### src/rtl/mmio_io_responder.sv
// Memory-mapped I/O responder: debounced switches, LED register, sticky
// switch rising-edge flags (write-1-to-clear) and status, with 1-cycle read data.
module mmio_io_responder #(
    parameter int unsigned BASE_ADDR       = 4096,
    parameter int unsigned DEBOUNCE_CYCLES = 65536,
    parameter int unsigned CNT_W           = 17
) (
    input  logic        clock,
    input  logic        reset,
    input  logic [31:0] address_dmem,
    input  logic [31:0] data,
    input  logic        wren,
    input  logic [15:0] SW,
    output logic [15:0] LED,
    output logic [31:0] io_rdata,
    output logic        io_hit_q,
    output logic        irq_edge
);

    localparam logic [CNT_W-1:0] CNT_LAST = CNT_W'(DEBOUNCE_CYCLES - 1);

    logic [31:0]      offs;
    logic             hit;
    logic [1:0]       sel;
    logic             wr_led;
    logic             wr_edge;
    logic [15:0]      sw_meta;
    logic [15:0]      sw_sync;
    logic [15:0]      sw_stable;
    logic [15:0]      stable_nxt;
    logic [15:0]      rise;
    logic [15:0]      edge_flags;
    logic [15:0]      edge_nxt;
    logic [CNT_W-1:0] cnt     [16];
    logic [CNT_W-1:0] cnt_nxt [16];
    logic             sw_changing_any;
    logic [31:0]      rd_sel;
    logic             unused_data;

    // Offset subtraction makes the window check a simple upper-bits-zero test.
    assign offs    = address_dmem - BASE_ADDR;
    assign hit     = (offs[31:2] == 30'd0);
    assign sel     = offs[1:0];
    assign wr_led  = wren & hit & (sel == 2'd1);
    assign wr_edge = wren & hit & (sel == 2'd2);

    assign unused_data = ^data[31:16];

    always_comb begin
        stable_nxt      = sw_stable;
        sw_changing_any = 1'b0;
        for (int i = 0; i < 16; i++) begin
            cnt_nxt[i]      = '0;
            sw_changing_any = sw_changing_any | (cnt[i] != '0);
            if (sw_sync[i] != sw_stable[i]) begin
                if (cnt[i] == CNT_LAST) begin
                    stable_nxt[i] = sw_sync[i];
                end else begin
                    cnt_nxt[i] = cnt[i] + 1'b1;
                end
            end
        end
    end

    // A rising edge arriving on the same cycle as a clear of that bit wins.
    assign rise     = stable_nxt & ~sw_stable;
    assign edge_nxt = (edge_flags & ~(wr_edge ? data[15:0] : 16'h0000)) | rise;

    always_comb begin
        rd_sel = '0;
        if (hit) begin
            case (sel)
                2'd0:    rd_sel = {16'h0000, sw_stable};
                2'd1:    rd_sel = {16'h0000, LED};
                2'd2:    rd_sel = {16'h0000, edge_flags};
                default: rd_sel = {30'd0, sw_changing_any, |edge_flags};
            endcase
        end
    end

    always_ff @(posedge clock or negedge reset) begin
        if (!reset) begin
            sw_meta    <= '0;
            sw_sync    <= '0;
            sw_stable  <= '0;
            edge_flags <= '0;
            LED        <= '0;
            io_rdata   <= '0;
            io_hit_q   <= 1'b0;
            for (int i = 0; i < 16; i++) begin
                cnt[i] <= '0;
            end
        end else begin
            sw_meta    <= SW;
            sw_sync    <= sw_meta;
            sw_stable  <= stable_nxt;
            edge_flags <= edge_nxt;
            io_rdata   <= rd_sel;
            io_hit_q   <= hit;
            if (wr_led) begin
                LED <= data[15:0];
            end
            for (int i = 0; i < 16; i++) begin
                cnt[i] <= cnt_nxt[i];
            end
        end
    end

    assign irq_edge = |edge_flags;

endmodule

### config.mk
export PLATFORM = sky130hd
export DESIGN_NAME = mmio_io_responder
export DESIGN_NICKNAME = d
export VERILOG_FILES = /design/src/rtl/mmio_io_responder.sv
export SDC_FILE = /design/constraint.sdc
export NUM_CORES = 1
export LEC_CHECK = 0
export ABC_AREA = 1
export CAP_MARGIN = 20
export CORE_AREA = 4 4 161 225
export CTS_BUF_LIST = sky130_fd_sc_hd__clkbuf_4 sky130_fd_sc_hd__clkbuf_8
export DETAILED_ROUTE_END_ITERATION = 10
export DIE_AREA = 0 0 165 229
export GPL_ROUTABILITY_DRIVEN = 0
export GPL_TIMING_DRIVEN = 0
export PLACE_DENSITY = 0.85
export RECOVER_POWER = 25
export SLEW_MARGIN = 10
export SYNTH_ARGS = -nofsm -noshare
export SYNTH_HDL_FRONTEND = slang
export SYNTH_SLANG_ARGS = --single-unit
### constraint.sdc
create_clock -name clock -period 2.4 [get_ports clock]
set_clock_uncertainty 0.05 [all_clocks]
set_input_delay 0.6 -clock clock [delete_from_list [all_inputs] [get_ports clock]]
set_output_delay 0.6 -clock clock [all_outputs]
set_load 0.05 [all_outputs]
Word level (Yosys, flattened, before mapping)
Index checks and enable logic that the tools add are counted.
{"block": "op_classes", "mux": 67, "reduce_logical": 19, "n_addsub": 17, "n_eq_ne": 34, "bitwise_logic": 23}
{"cell": "17-bit 2-to-1 mux", "count": 32}
{"cell": "17-bit by 1-bit adder with 17-bit output (second input constant)", "count": 16}
{"cell": "17-bit by 16-bit == test with 1-bit output (second input constant)", "count": 16}
{"cell": "17-bit nonzero test", "count": 16}
{"cell": "16-bit case mux with 3 select lines", "count": 1}
{"cell": "16-bit AND", "count": 2}
{"cell": "1-bit 2-to-1 mux", "count": 32}
{"cell": "16-bit 2-to-1 mux", "count": 2}
{"cell": "16-bit NOT", "count": 2}
{"cell": "32-bit by 13-bit subtractor with 32-bit output (second input constant)", "count": 1}
{"cell": "30-bit logical NOT", "count": 1}
{"cell": "1-bit inequality test", "count": 16}
{"cell": "16-bit OR", "count": 1}
{"cell": "16-bit OR reduction", "count": 1}
{"cell": "1-bit OR", "count": 15}
{"cell": "1-bit AND", "count": 3}
{"cell": "2-bit by 1-bit == test with 1-bit output (second input constant)", "count": 1}
{"cell": "2-bit == test (second input constant)", "count": 1}
{"cell": "2-bit logical NOT", "count": 1}
{"block": "totals", "word_cells": 183, "input_bits": 83, "ff_bits": 385, "output_inout_bits": 50}

Longest topological paths before layout
Gate-level depths: netlist (run 1).
{"block": "logic_depth", "depth_word": 18, "depth_mapped": 14, "mapped_depth_nobuf": 13}

Worst setup path before layout (run 1)
No wires, ideal clock.
{"block": "synth_path", "path_kind": "input to register", "start": "in address_dmem[14]", "end": "reg LED[10]", "stages": 13, "arrival_ns": 1.917, "slack_ns": 0.314, "required_ns": 2.231, "path_buffers": 1, "setup_ns": 0.119, "cell_sequence": "nor2_1 -> nand2_2 -> nor2_2 -> nand3_1 -> nand2_1 -> nand2_1 -> nor2_2 -> nand2_2 -> nor2_8 -> nand3_4 -> buf_6 -> nand2_2 -> o21ai_2"}
{"block": "synth_between", "elab_chain_len": 4}
{"element": "start: declaration", "line_no": "10", "text": "input logic [31:0] address_dmem,"}
{"element": "32-bit by 13-bit subtractor with 32-bit output", "line_no": "41", "text": "assign offs = address_dmem - BASE_ADDR;"}
{"element": "30-bit logical NOT", "line_no": "42", "text": "assign hit = (offs[31:2] == 30'd0);"}
{"element": "1-bit AND (2 in a row)", "line_no": "44", "text": "assign wr_led = wren & hit & (sel == 2'd1);"}
{"element": "end signal: assignment", "line_no": "101", "text": "LED <= data[15:0];"}
{"element": "end: declaration", "line_no": "14", "text": "output logic [15:0] LED,"}
No other way between the ends.
A chain may end at the register's enable or synchronous reset.

Worst setup path in the final report (run 1)
{"block": "layout_path", "start": "reg edge_flags[8]", "end": "out irq_edge"}
{"block": "layout_between", "elab_chain_len": 1}
{"element": "start: declaration", "line_no": "32", "text": "logic [15:0] edge_flags;"}
{"element": "start signal: assignment", "line_no": "97", "text": "edge_flags <= edge_nxt;"}
{"element": "16-bit OR reduction", "line_no": "109", "text": "assign irq_edge = |edge_flags;"}
{"element": "end: declaration", "line_no": "17", "text": "output logic irq_edge"}
No other way between the ends.

==> flow_summary_export.csv, run 1 <==
group,metric,value,unit
status,status,"finished with violations",
status,violations,"negative setup slack",
global_routing,grt_pass1_vias,15500,
logic_synthesis,ys_seq_area_frac,0.499,
logic_synthesis,synth_edf_count,0,
cells_and_area,fin_cells,2854,
setup_path,arrival,1760,ps
detailed_routing,wl_per_cell,15.1,um
logic_synthesis,postSynthCellCount,2167,
sta,slew_headroom,0.400,
detailed_routing,postRouteAntennaNets,0,
global_routing,gr-total-overflow,0,
logic_synthesis,avgSynthCellArea,8.54,um^2
clocking,clk_pin_slew,60,ps
logic_synthesis,synthFlopType,"dfrtp_1",
place,place_inst,2734,
logic_synthesis,synthArstFlopShare,1.00,
detailed_routing,wl,43100,um
sta,fin_crit_sh,1.01,
clocking,htree_levels,2,
logic_synthesis,synth.most_common_cell,"dfrtp_1",
die,initial_core_util,0.542,
logic_synthesis,synth_warnings,0,
cells_and_area,syn2layout_area_growth,17.9,%
logic_synthesis,yosysTopAreaCell,"dfrtp_1",
die,row_count,80,
global_routing,track_usage,0.229,
place,io_buffers,98,
sta,min_period,2410,ps
die,fp.coreArea,34100,um^2
job,cap_violations,0,
clocking,clock_path_buffers,3,
global_routing,grt_start_max_net_pins,114,
die,die-width,165,um
place,hpwl,30500,um
setup_path,crit_path_start_kind,"register",
logic_synthesis,synth_common_cells,"dfrtp_1 (369), nor2_1 (357), nand2_1 (327), inv_1 (304), nand3_1 (141)",
detailed_routing,via_per_inst,5.35,
clocking,numCtsBuffers,55,
logic_synthesis,synth-seq-cells,369,
power,irDropWorstVdd,0.545,mV
sta,worst_pin_slew,894,ps
detailed_routing,drcViolationCount,0,
die,ios,133,
setup_path,crit_fanout,3,
detailed_routing,route.vias.total,15300,
clocking,clk_latency,610,ps
clocking,root_buffer,"clkbuf_8",
cells_and_area,fill_cells,2604,
global_routing,antenna_found_initial,2,
sta,rsz0062_at_grt,"true",
cells_and_area,drive_gt1_frac,0.109,
cells_and_area,multi_input_area,8040,um^2
sta,fmax,414,MHz
cells_and_area,final_nets,2471,
detailed_routing,firstDrtPassIters,5,
setup_path,critPathCaptureType,"output pin",
logic_synthesis,synthDistinctLibCells,54,
setup_path,crit_type,"register to output pin",
cells_and_area,seqCellArea,9240,um^2
die,dieHeight,229,um
logic_synthesis,synth_top_area_share,0.499,
clocking,cts_tree,"done",
logic_synthesis,synth_area,18500,um^2
detailed_routing,drtIter0Drc,987,
die,die_area,37800,um^2
setup_path,required,1750,ps
power,p_per_area,622,nW/um^2
sta,hold_viol,0,
logic_synthesis,synth_area_leaders,"dfrtp_1 (50%), nor2_1 (7.2%), nand2_1 (6.6%)",
power,leakage,9.92,nW
sta,setup_slack,-14.8,ps
worst_hold_path,hp-class,"register to register",
sta,slew_viol_final,0,
sta,setup_viol,1,
place,dp_slack,-548,ps
global_routing,grt_pass1_wl,72000,um
clocking,clock_sinks,369,
-- cell type report --
class                      count  share of cell area
buffer                        42              0.0125
multi-input combinational   1464               0.368
inverter                     307              0.0530
sequential                   369               0.423
clock inverter                27              0.0194
clock buffer                  76              0.0448
antenna                        1            0.000115
tap                          451              0.0259
timing repair buffer         117              0.0528
-- cell families after synthesis --
kind of cell | Yosys count | share of synthesized area
other | 1 | 0.000203
AO/OA/AOI/OAI | 123 | 0.0479
buffers and inverters | 349 | 0.0768
AND/OR/NAND/NOR | 1157 | 0.290
flip-flops | 369 | 0.499
multiplexers | 1 | 0.000609
adder cells (fa/ha/maj) | 32 | 0.0216
XOR/XNOR | 135 | 0.0639
-- flip-flops by register name, indices dropped and copies added (netlist names) --
register and count:
LED 16, cnt 272, edge_flags 16, io_hit_q 1, io_rdata 16, sw_meta 16
sw_stable 16, sw_sync 16
-- layout by cell type (no fill, tap or decap), types with 31 or more instances in the layout --
| cell | count |
|---|---|
| dfrtp_1 | 368 |
| nor2_1 | 354 |
| nand2_1 | 327 |
| inv_1 | 303 |
| nand3_1 | 140 |
| nor3_1 | 112 |
| xor2_1 | 97 |
| nand4_1 | 69 |
| clkbuf_8 | 65 |
| clkdlybuf4s50_1 | 47 |
| nor4_1 | 42 |
| xnor2_1 | 38 |
| o21ai_0 | 38 |
| buf_4 | 35 |
| dlygate4sd2_1 | 33 |
| ha_1 | 31 |
-- worst paths after layout --
path                       cells past startpoint           from         end  slack [ps]
max in group asynchronous                      4          reset     cnt[48]         460
setup reg to reg                              12       cnt[153]    cnt[164]         130
min in group asynchronous                      2          reset    cnt[129]         500
hold / removal                                 0     sw_meta[6]  sw_sync[6]         290
setup / recovery                               3  edge_flags[8]    irq_edge         -10
hold reg to reg                                0     sw_meta[6]  sw_sync[6]         290
-- power breakdown --
group	switching, mW	internal [mW]	total [mW]	leakage (nW)
combinational	0.524	0.297	0.822	4.24
clock	2.51	3.85	6.36	0.722
sequential	0.0802	6.31	6.39	4.96
total	3.12	10.5	13.6	9.92
-- routing by layer --
metal	global-route usage	routed length [um]	up-vias
met4	0.0887	1640	4
met5	0	26	-
li1	-	-	7377
met3	0.0493	2630	118
met1	0.274	16800	7341
met2	0.399	22000	435
-- worst max-delay path: stages (launching register included) --
cell and delay [ps]:
dfrtp_2 460, nor4_4 300, nand4_1 190, buf_6 210
-- through the flow --
stage	power [mW]	hold WS [ps]	cell area [um^2]	utilization	TNS [ps]
6_report	13.6	289	21800	0.639	-14.8
5_1_grt	14.1	306	21800	0.639	-604
4_1_cts	13.7	296	21600	0.632	-47.7
3_5_place_dp	7.32	285	20200	0.592	-19440
3_3_place_gp	7.28	282	20100	0.589	-5559600
2_1_floorplan	6.91	254	18600	-	0
-- repair_timing --
action | 4_1_cts | 5_1_grt
setup endpoints to repair | 34 | 84
pin swaps | 2 | 10
endpoints found under the hold margin | 72 | 0
hold buffers | 1 | 0
setup buffers | 0 | 15
gates resized for setup | 44 | 24
Note: power is estimated with default switching activity, not from simulation.
==> run 2: changes to the inputs <==
- CORE_AREA: 4 4 161 225 -> 4 4 200 280
- DIE_AREA: 0 0 165 229 -> 0 0 204 284
- PLACE_DENSITY: 0.85 -> 0.63
==> run 2 against run 1 <==
Compared with the run above:
- the flow still finishes with violations (negative setup slack)
- cell area is 0.98% higher
- maximum frequency is 1.7% lower
- register-to-register slack worse by 20 ps
- largest cell class unchanged
- critical path type unchanged
- combinational power hardly changed
==> flow_summary_export.csv, run 2 (synthesis gave the netlist of run 1 again) <==
group,metric,value,unit
cells_and_area,regMostFlops,"cnt",
sta,slew_viol_final,0,
global_routing,grt_pass1_wl,73100,um
status,status,"finished with violations",
sta,fin_crit_sh,1.02,
sta,slew_headroom,0.365,
sta,fmax,407,MHz
clocking,clk_pin_slew,70,ps
cells_and_area,largest_reg_flops,272,
detailed_routing,via_per_inst,4.76,
cells_and_area,drive_gt1_frac,0.111,
detailed_routing,route.vias.total,14900,
global_routing,track_usage,0.151,
detailed_routing,firstDrtPassIters,5,
clocking,cts_tree,"done",
setup_path,arrival,1810,ps
power,irDropWorstVdd,0.453,mV
power,comb_power_share,0.064,
clocking,clock_sinks,369,
clocking,numCtsBuffers,58,
global_routing,gr-total-overflow,0,
cells_and_area,final_util,0.414,
die,initial_core_util,0.348,
power,swShare,0.241,
detailed_routing,drcViolationCount,0,
setup_path,cp.buffers_inverters,1,
sta,setup_viol,1,
clocking,root_buffer,"clkbuf_8",
global_routing,grt_pass1_vias,15000,
place,io_buffers,98,
global_routing,grt_start_max_net_pins,108,
cells_and_area,seqCellArea,9230,um^2
detailed_routing,wl,44200,um
clocking,clock_path_buffers,3,
power,p_per_area,587,nW/um^2
setup_path,crit_fanout,3,
setup_path,required,1750,ps
die,fp.coreArea,53200,um^2
die,row_count,100,
setup_path,crit_family,"simple AND/OR/NAND/NOR gates",
setup_path,critPathCaptureType,"output pin",
place,dpl_cell_area,20500,um^2
cells_and_area,multi_input_area,8040,um^2
global_routing,antenna_found_initial,6,
power,cellInternalPower,9.82,mW
die,ios,133,
cells_and_area,mostFrequentLayoutCell,"dfrtp_1",
power,p_switching,3.11,mW
die,die_area,57900,um^2
worst_hold_path,hp-class,"register to register",
cells_and_area,final_nets,2475,
die,dieHeight,284,um
power,leakage,9.83,nW
power,total_power,12.9,mW
setup_path,worstPathCellList,"nor4_2 > nand4_1 > buf_6",
setup_path,crit_path_start_kind,"register",
status,violations,"negative setup slack",
sta,setup_slack,-56.8,ps
clocking,clk_latency,650,ps
cells_and_area,design_area,22000,um^2
cells_and_area,final_cell_mix,"dfrtp_1 (369), nor2_1 (355), nand2_1 (327), inv_1 (302), nand3_1 (139)",
detailed_routing,wl_per_cell,14.1,um
place,hpwl,31900,um
sta,rsz0062_at_grt,"true",
setup_path,crit_type,"register to output pin",
sta,worst_pin_slew,946,ps
setup_path,slowest_delay,430,ps
job,cap_violations,0,
detailed_routing,postRouteAntennaNets,0,
power,power_frac_clock,0.442,
sta,hold_viol,0,
clocking,htree_levels,2,
power,seq_power_share,0.495,
sta,min_period,2460,ps
cells_and_area,syn2layout_area_growth,19.1,%
cells_and_area,fill_cells,5235,
setup_path,slowest_stage,"dfrtp_1",
detailed_routing,drtIter0Drc,663,
die,die-width,204,um
run 2: power by group through the flow:
| stage | clock [mW] | sequential, mW | combinational [mW] |
|---|---|---|---|
| final | 5.71 | 6.39 | 0.823 |
| after detailed placement | 0 | 6.51 | 0.819 |
| after global routing | 6.19 | 6.40 | 0.928 |
| after global placement | 0 | 6.51 | 0.794 |
| after floorplan | 0 | 6.49 | 0.420 |
| after CTS | 5.92 | 6.39 | 0.826 |
run 2: per-layer routing:
metal | routed length, um | GRT usage | part of all wire | up-vias
li1 | - | - | - | 7394
met4 | 1440 | 0.0588 | 0.033 | 6
met2 | 21600 | 0.258 | 0.49 | 246
met1 | 18800 | 0.187 | 0.43 | 7128
met5 | 38 | 0 | 0.00086 | -
met3 | 2260 | 0.0318 | 0.051 | 89
run 2: what timing repair did:
item                                    CTS  global route
pin swaps                                 0            13
hold endpoints to repair                 81             0
gates resized for setup                  42            28
endpoints found under the setup margin   34            89
gates cloned                              0             1
hold buffers                              1             0
buffers inserted                          0            15
run 2: layout make-up:
class,count,share of cell area
Clock inverter,14,0.00460
Buffer,42,0.0124
Sequential cell,369,0.419
Inverter,307,0.0523
Timing Repair Buffer,117,0.0528
Multi-Input combinational cell,1465,0.365
Tap cell,714,0.0405
Antenna cell,3,0.000341
Clock buffer,93,0.0533
run 2: per-stage QoR:
stage / hold WS, ps / setup TNS [ps] / setup WS [ps] / cells
3_5_place_dp: 287 / -20970 / -531 / 2997
2_1_floorplan: 254 / 0 / 314 / 2182
3_3_place_gp: 283 / -5765690 / -15620 / 2994
5_1_grt: 305 / -1910 / -131 / 3122
4_1_cts: 254 / -123 / -123 / 3105
6_report: 295 / -56.8 / -56.8 / 3124
run 2: path summary, 6_finish.rpt:
check / start / to / slack, ps / cells past startpoint
setup / recovery: edge_flags[8] / irq_edge / -60 / 3
hold / removal: sw_meta[14] / sw_sync[14] / 300 / 0
setup reg to reg: cnt[51] / cnt[54] / 110 / 12
hold reg to reg: sw_meta[14] / sw_sync[14] / 300 / 0
max in group asynchronous: reset / cnt[13] / 400 / 4
min in group asynchronous: reset / edge_flags[8] / 530 / 2
run 2: worst register-to-register path, stage by stage, from the launching register on:
cell,delay (ps)
dfrtp_1,380
ha_1,210
nand3_1,120
nor2_2,120
nand2_1,90
nor2_1,190
nand3_2,130
nor2_2,200
nand3_2,150
nor3_4,200
or2_1,120
buf_4,160
nor2_1,60
==> run 3: changes to the inputs <==
- CTS_CLUSTER_DIAMETER: default -> 150
==> results of run 3 <==
The final DEF is identical to that of run 2; final timing and power are the same.
